$ cat src/rtl/dmem_pkg.sv
// Shared encodings and sizes for the MEM-stage data memory access block.
package dmem_pkg;

  localparam logic [1:0] ST_IDLE   = 2'd0;
  localparam logic [1:0] ST_ACCESS = 2'd1;
  localparam logic [1:0] ST_DONE   = 2'd2;

  localparam int unsigned TIMEOUT_DEFAULT = 16;
  localparam int unsigned CNT_W           = 8;

  function automatic logic is_word_aligned(input logic [31:0] addr);
    return addr[1:0] == 2'b00;
  endfunction

endpackage

$ cat src/rtl/dmem_timeout_cnt.sv
// Wait-cycle counter for an outstanding memory access; flags the last allowed cycle.
module dmem_timeout_cnt
  import dmem_pkg::*;
#(
  parameter int unsigned TIMEOUT = TIMEOUT_DEFAULT
) (
  input  logic clk_i,
  input  logic rst_i,
  input  logic clear_i,
  input  logic en_i,
  output logic expired_o
);

  localparam logic [CNT_W-1:0] LAST = CNT_W'(TIMEOUT - 1);

  logic [CNT_W-1:0] cnt_q, cnt_d;

  always_comb begin
    cnt_d = cnt_q;
    if (clear_i) begin
      cnt_d = '0;
    end else if (en_i) begin
      cnt_d = cnt_q + 1'b1;
    end
  end

  always_ff @(posedge clk_i) begin
    if (rst_i) begin
      cnt_q <= '0;
    end else begin
      cnt_q <= cnt_d;
    end
  end

  assign expired_o = (cnt_q == LAST);

endmodule

$ cat src/rtl/dmem_access.sv
// MEM-stage data memory access controller: latches a load/store, holds the
// request until ack or timeout, captures load data into the MDR and stalls the pipeline.
module dmem_access
  import dmem_pkg::*;
#(
  parameter int unsigned TIMEOUT = TIMEOUT_DEFAULT
) (
  input  logic        clk_i,
  input  logic        rst_i,
  input  logic        MemRead_i,
  input  logic        MemWrite_i,
  input  logic [31:0] addr_i,
  input  logic [31:0] wdata_i,
  input  logic        mem_ack_i,
  input  logic [31:0] mem_rdata_i,
  output logic        mem_req_o,
  output logic        mem_we_o,
  output logic [31:0] mem_addr_o,
  output logic [31:0] mem_wdata_o,
  output logic [31:0] mdr_o,
  output logic        stall_o,
  output logic        err_o
);

  logic [1:0]  state_q, state_d;
  logic [31:0] addr_q, addr_d;
  logic [31:0] wdata_q, wdata_d;
  logic        we_q, we_d;
  logic [31:0] mdr_q, mdr_d;
  logic        err_q, err_d;

  logic op, aligned, cnt_clear, cnt_en, cnt_expired;

  assign op      = MemRead_i | MemWrite_i;
  assign aligned = is_word_aligned(addr_i);

  dmem_timeout_cnt #(
    .TIMEOUT (TIMEOUT)
  ) u_timeout_cnt (
    .clk_i     (clk_i),
    .rst_i     (rst_i),
    .clear_i   (cnt_clear),
    .en_i      (cnt_en),
    .expired_o (cnt_expired)
  );

  always_comb begin
    state_d   = state_q;
    addr_d    = addr_q;
    wdata_d   = wdata_q;
    we_d      = we_q;
    mdr_d     = mdr_q;
    err_d     = 1'b0;
    cnt_clear = 1'b0;
    cnt_en    = 1'b0;
    case (state_q)
      ST_IDLE: begin
        if (op && aligned) begin
          addr_d    = addr_i;
          wdata_d   = wdata_i;
          we_d      = MemWrite_i;  // read+write together is a store
          cnt_clear = 1'b1;
          state_d   = ST_ACCESS;
        end else if (op) begin
          err_d = 1'b1;
          if (!MemWrite_i) mdr_d = '0;
        end
      end
      ST_ACCESS: begin
        // An ack on the expiry cycle takes priority over the timeout.
        if (mem_ack_i) begin
          if (!we_q) mdr_d = mem_rdata_i;
          state_d = ST_DONE;
        end else if (cnt_expired) begin
          err_d   = 1'b1;
          if (!we_q) mdr_d = '0;
          state_d = ST_DONE;
        end else begin
          cnt_en = 1'b1;
        end
      end
      ST_DONE: begin
        state_d = ST_IDLE;
      end
      default: begin
        state_d = ST_IDLE;
      end
    endcase
  end

  always_ff @(posedge clk_i) begin
    if (rst_i) begin
      state_q <= ST_IDLE;
      addr_q  <= '0;
      wdata_q <= '0;
      we_q    <= 1'b0;
      mdr_q   <= '0;
      err_q   <= 1'b0;
    end else begin
      state_q <= state_d;
      addr_q  <= addr_d;
      wdata_q <= wdata_d;
      we_q    <= we_d;
      mdr_q   <= mdr_d;
      err_q   <= err_d;
    end
  end

  assign mem_req_o   = (state_q == ST_ACCESS);
  assign mem_we_o    = (state_q == ST_ACCESS) & we_q;
  assign mem_addr_o  = addr_q;
  assign mem_wdata_o = wdata_q;
  assign mdr_o       = mdr_q;
  assign err_o       = err_q;
  assign stall_o     = ((state_q == ST_IDLE) & op & aligned) | (state_q == ST_ACCESS);

endmodule

$ cat config.mk
export PLATFORM = sky130hd
export DESIGN_NAME = dmem_access
export DESIGN_NICKNAME = d
export VERILOG_FILES = /design/src/rtl/dmem_pkg.sv /design/src/rtl/dmem_timeout_cnt.sv /design/src/rtl/dmem_access.sv
export SDC_FILE = /design/constraint.sdc
export NUM_CORES = 1
export LEC_CHECK = 0
export ABC_CLOCK_PERIOD_IN_PS = 2100
export BUFFER_PORTS_ARGS = -buffer_cell sky130_fd_sc_hd__buf_2
export CORE_MARGIN = 8
export CORE_UTILIZATION = 39
export DETAILED_ROUTE_END_ITERATION = 10
export GPL_TIMING_DRIVEN = 0
export PLACE_DENSITY = 0.8
export SLEW_MARGIN = 0
export SYNTH_ARGS = -nofsm -noshare
export SYNTH_HDL_FRONTEND = slang
export SYNTH_SLANG_ARGS = --single-unit
$ cat constraint.sdc
create_clock -name clk_i -period 2.1 [get_ports clk_i]
set_input_delay 0.42 -clock clk_i [delete_from_list [all_inputs] [get_ports clk_i]]
set_output_delay 0.42 -clock clk_i [all_outputs]
set_load 0.005 [all_outputs]
==> summary.md <==
| Metric | Value |
|---|---|
| Number of setup violations in the final report | 0 |
| Crit path capture type | primary output |
| XOR/XNOR share of the synthesized area | about 1.2% |
| Min Clock Period, post-route | 1.96 ns |
| CTS Buffer Depth | 2 |
| Synth warn | 0 |
| Die Height | about 110 microns |
| Max-cap violation count | 0 |
| CTS tree | built |
| Max Clock Skew | ~0.0094 ns |
| Clock-pin slew on the worst setup and hold paths | 0.09 ns |
| CP startpoint kind | input port |
| X dimension of the die | roughly 110 microns |
| Clock tree root driver cell | sky130_fd_sc_hd__clkbuf_8 |
| Routed Antenna Nets | 0 |
| Relative slew slack | 54.8% |
| Setup repair after global routing missed its margin | no |
| Post-synthesis share of cell area spent on full adders, half adders and majority gates | less than 1% |
| Die area | ~0.013 sq mm |
| Starting density of the core | approximately 39% |
| Floorplan row count | 36 |
| Sequential area share after synthesis | a little under three fifths |
| Post-layout worst setup margin | around 0.14 ns |
| Number of CTS-inserted buffers | 9 |
| Post-detailed-placement half-perimeter wirelength | 8.75 mm |
| Slew Viols, Final | 0 |
| Via count | between 3000 and 4000 |
| Max Freq | about 0.51 GHz |
| Grt ovf | 0 |
| Tot GR Track Use | between 10% and 20% |
| Maximum number of pins on one net before global-route repair | 17 |
| Post-Route Utilization | between 50 and 60% |
| Class of the worst hold path | input port to register |
| Wire length of the first global-routing pass | 17.5 mm |
| Post-synthesis to final-layout area growth | 36.0% |
| Transition time at the pin with the least slew margin | 0.676 ns |
| Synthesized netlist cell count | between 400 and 500 |
| Final hold viol count | 0 |
| Placed cell count | 747 |
| Cell Count, Final, Fillers Out | about 770 |
| Share of cells above drive strength 1 | 37.0% |
| Average vias per placed instance | around 4.7 |
| Fillers | roughly 920 |
| Routability cong. | roughly 0.86 |
| Highest-count cells in the layout ignoring fill and taps | 204 x sky130_fd_sc_hd__buf_2, 127 x sky130_fd_sc_hd__nand2_1, 107 x sky130_fd_sc_hd__dfxtp_1, 65 x sky130_fd_sc_hd__a21oi_1, 32 x sky130_fd_sc_hd__a22o_1 |
| Classification of the worst setup path | input port to primary output |
| Leakage power summed over all cells | 2.41 nW |
| Post-route DRC | 0 |
| Period utilization | between 90% and 100% |
| Setup TNS Final | 0 ns |
| First-pass detailed-route iteration total | 4 |
| Power density of the placed cells | about 730 mW/mm^2 |
| Level count of the clock H-tree | 3 |
| Pre-CTS setup slack | -0.0494 ns |
| Cell area after synthesis | about 0.0038 sq mm |
| Crit path required time | around 1.7 ns |
| Share of the synthesized area in compound gates (AO/OA/AOI/OAI) | ~18% |
| Mux share of post-synthesis cell area | less than 1% |
| Initial antenna violation count | 1 |
| Synthesized-area fraction occupied by and/or/nand/nor cells | 18.8% |
| Main combinational cell family by area after synthesis | simple AND/OR/NAND/NOR gates |
| Count of inserted antenna diode cells | 0 |
| Synth Net Count | 516 |
| Synth unique cells | 37 |
| Most common cell after layout, fill and taps aside | sky130_fd_sc_hd__buf_2 |
| Vias in the first global route | 3670 |
| # hold bufs at CTS | 0 |
| Ports placed on the boundary | 201 |
| Critical path peak fanout | 10 |
| WL/cell | around 15 microns |
| Syn avg cell area | 9.18 sq um |
| Number of buffer cells added on primary ports | 200 |
| Latest clock arrival within the worst-skew pair | roughly 0.36 ns |
| Result of the run | completed |
| Number of synthesized register bits | between 100 and 150 |
| Maximum resistive drop on vdd | between 0.3 and 0.4 mV |
| Data arrival time of the worst path | between 1.5 and 2 ns |
| Final layout net count | between 700 and 800 |
| Area of the core | 0.00964 sq mm |
| Routed Wire Length | 11.2 mm |
| Starting DRC count in detailed routing | between 100 and 150 |
| CTS sink cnt | 108 |
per-stage QoR:
step / hold slack (ns) / total power [mW] / area (sq um)
2_1_floorplan: 0.425 / 2.39 / 3800
3_3_place_gp: 0.414 / 2.60 / 4970
3_5_place_dp: 0.415 / 2.61 / 4970
4_1_cts: 0.247 / 3.83 / 5160
5_1_grt: 0.255 / 3.97 / 5170
6_report: 0.270 / 3.78 / 5170
report_power, final:
group	leakage (nW)	switching, mW	total [mW]	internal, mW
Sequential	0.877	0.0348	2.15	2.11
Clock	0.0866	0.671	1.22	0.552
Combinational	1.45	0.218	0.412	0.194
cell usage after synthesis:
| library cell | n | area share [%] |
|---|---|---|
| sky130_fd_sc_hd__nand2_1 | 127 | 13 |
| sky130_fd_sc_hd__dfxtp_1 | 108 | 57 |
| sky130_fd_sc_hd__a21oi_1 | 65 | 8.6 |
| sky130_fd_sc_hd__a22o_1 | 32 | 7.4 |
| sky130_fd_sc_hd__nor2_1 | 14 | 1.4 |
| sky130_fd_sc_hd__clkbuf_1 | 13 | 1.3 |
| sky130_fd_sc_hd__buf_1 | 5 | 0.49 |
| sky130_fd_sc_hd__buf_6 | 5 | 1.5 |
| sky130_fd_sc_hd__inv_1 | 4 | 0.39 |
| sky130_fd_sc_hd__xor2_1 | 4 | 0.92 |
| sky130_fd_sc_hd__buf_2 | 3 | 0.39 |
| sky130_fd_sc_hd__nand2b_1 | 3 | 0.49 |
| sky130_fd_sc_hd__nor3_1 | 3 | 0.39 |
| sky130_fd_sc_hd__and2_1 | 2 | 0.33 |
| sky130_fd_sc_hd__mux2i_1 | 2 | 0.53 |
| sky130_fd_sc_hd__nand3_1 | 2 | 0.26 |
| sky130_fd_sc_hd__nor4_1 | 2 | 0.33 |
| sky130_fd_sc_hd__a31oi_4 | 1 | 0.56 |
| sky130_fd_sc_hd__a32oi_1 | 1 | 0.23 |
| sky130_fd_sc_hd__and3_1 | 1 | 0.16 |
| sky130_fd_sc_hd__and4_1 | 1 | 0.23 |
| sky130_fd_sc_hd__clkbuf_8 | 1 | 0.36 |
| sky130_fd_sc_hd__ha_1 | 1 | 0.33 |
| sky130_fd_sc_hd__nand3b_1 | 1 | 0.20 |
| sky130_fd_sc_hd__nand4_1 | 1 | 0.16 |
| sky130_fd_sc_hd__nor3b_1 | 1 | 0.20 |
| sky130_fd_sc_hd__nor3b_4 | 1 | 0.49 |
| sky130_fd_sc_hd__nor4_4 | 1 | 0.56 |
| sky130_fd_sc_hd__nor4b_2 | 1 | 0.39 |
| sky130_fd_sc_hd__o211ai_1 | 1 | 0.20 |
| sky130_fd_sc_hd__o21ai_0 | 1 | 0.13 |
| sky130_fd_sc_hd__o21ai_4 | 1 | 0.43 |
| sky130_fd_sc_hd__o32ai_2 | 1 | 0.43 |
| sky130_fd_sc_hd__or2_4 | 1 | 0.23 |
| sky130_fd_sc_hd__or3_1 | 1 | 0.16 |
| sky130_fd_sc_hd__or4_4 | 1 | 0.30 |
| sky130_fd_sc_hd__xnor2_1 | 1 | 0.23 |
metal layers:
layer	up-vias	GRT usage, %	wire [microns]	share of wire, %
met5	-	0	13	0.12
met4	2	7.88	209	1.9
met3	17	5.25	1030	9.2
met2	137	28.7	5400	48
met1	1637	18.1	4540	41
li1	1814	-	-	-
timing repair:
action | in CTS | in global routing
cloned | 0 | 0
buffers inserted | 0 | 2
pin swaps | 0 | 1
gates resized for setup | 1 | 2
endpoints found under the setup margin | 1 | 9
path summary, 6_finish.rpt:
| kind | start | to | slack (ns) | cells past startpoint |
|---|---|---|---|---|
| worst max-delay path | MemWrite_i | stall_o | 0.14 | 6 |
| worst min-delay path | mem_rdata_i[8] | mdr_o[8] | 0.27 | 2 |
| worst max register to register | u_timeout_cnt.cnt_q[4] | mdr_o[18] | 0.21 | 5 |
| worst min register to register | mem_addr_o[0] | mem_addr_o[0] | 0.43 | 2 |
critical path: stages:
cell and delay, ns:
sky130_fd_sc_hd__buf_2 0.12, sky130_fd_sc_hd__nor2_1 0.33, sky130_fd_sc_hd__nand3b_1 0.22, sky130_fd_sc_hd__buf_2 0.26
sky130_fd_sc_hd__nand2_1 0.07, sky130_fd_sc_hd__buf_2 0.13
state kept, by name (all words and copies together), names as in the netlist:
register	flops
mdr_o	32
mem_addr_o	32
mem_wdata_o	32
u_timeout_cnt.cnt_q	8
state_q	2
err_o	1
we_q	1
cell type report:
cell class,count,area (sq um),share of cell area [%]
plain buffers,27,154,2.98
clock buffers,12,135,2.61
clock inverters,4,50.0,0.968
inverters,4,15.0,0.290
multi-input cells,275,1470,28.5
flip-flops and latches,108,2160,41.8
well taps,133,166,3.22
repair buffers,202,1020,19.6
cells by family after synthesis:
| kind of cell | count (synthesis) |
|---|---|
| flops | 108 |
| simple gates | 164 |
| compound gates | 103 |
| buf+inv | 31 |
| mux | 2 |
| xor+xnor | 5 |
| fa+ha+maj | 1 |
Power figures use the tool's default switching activity.
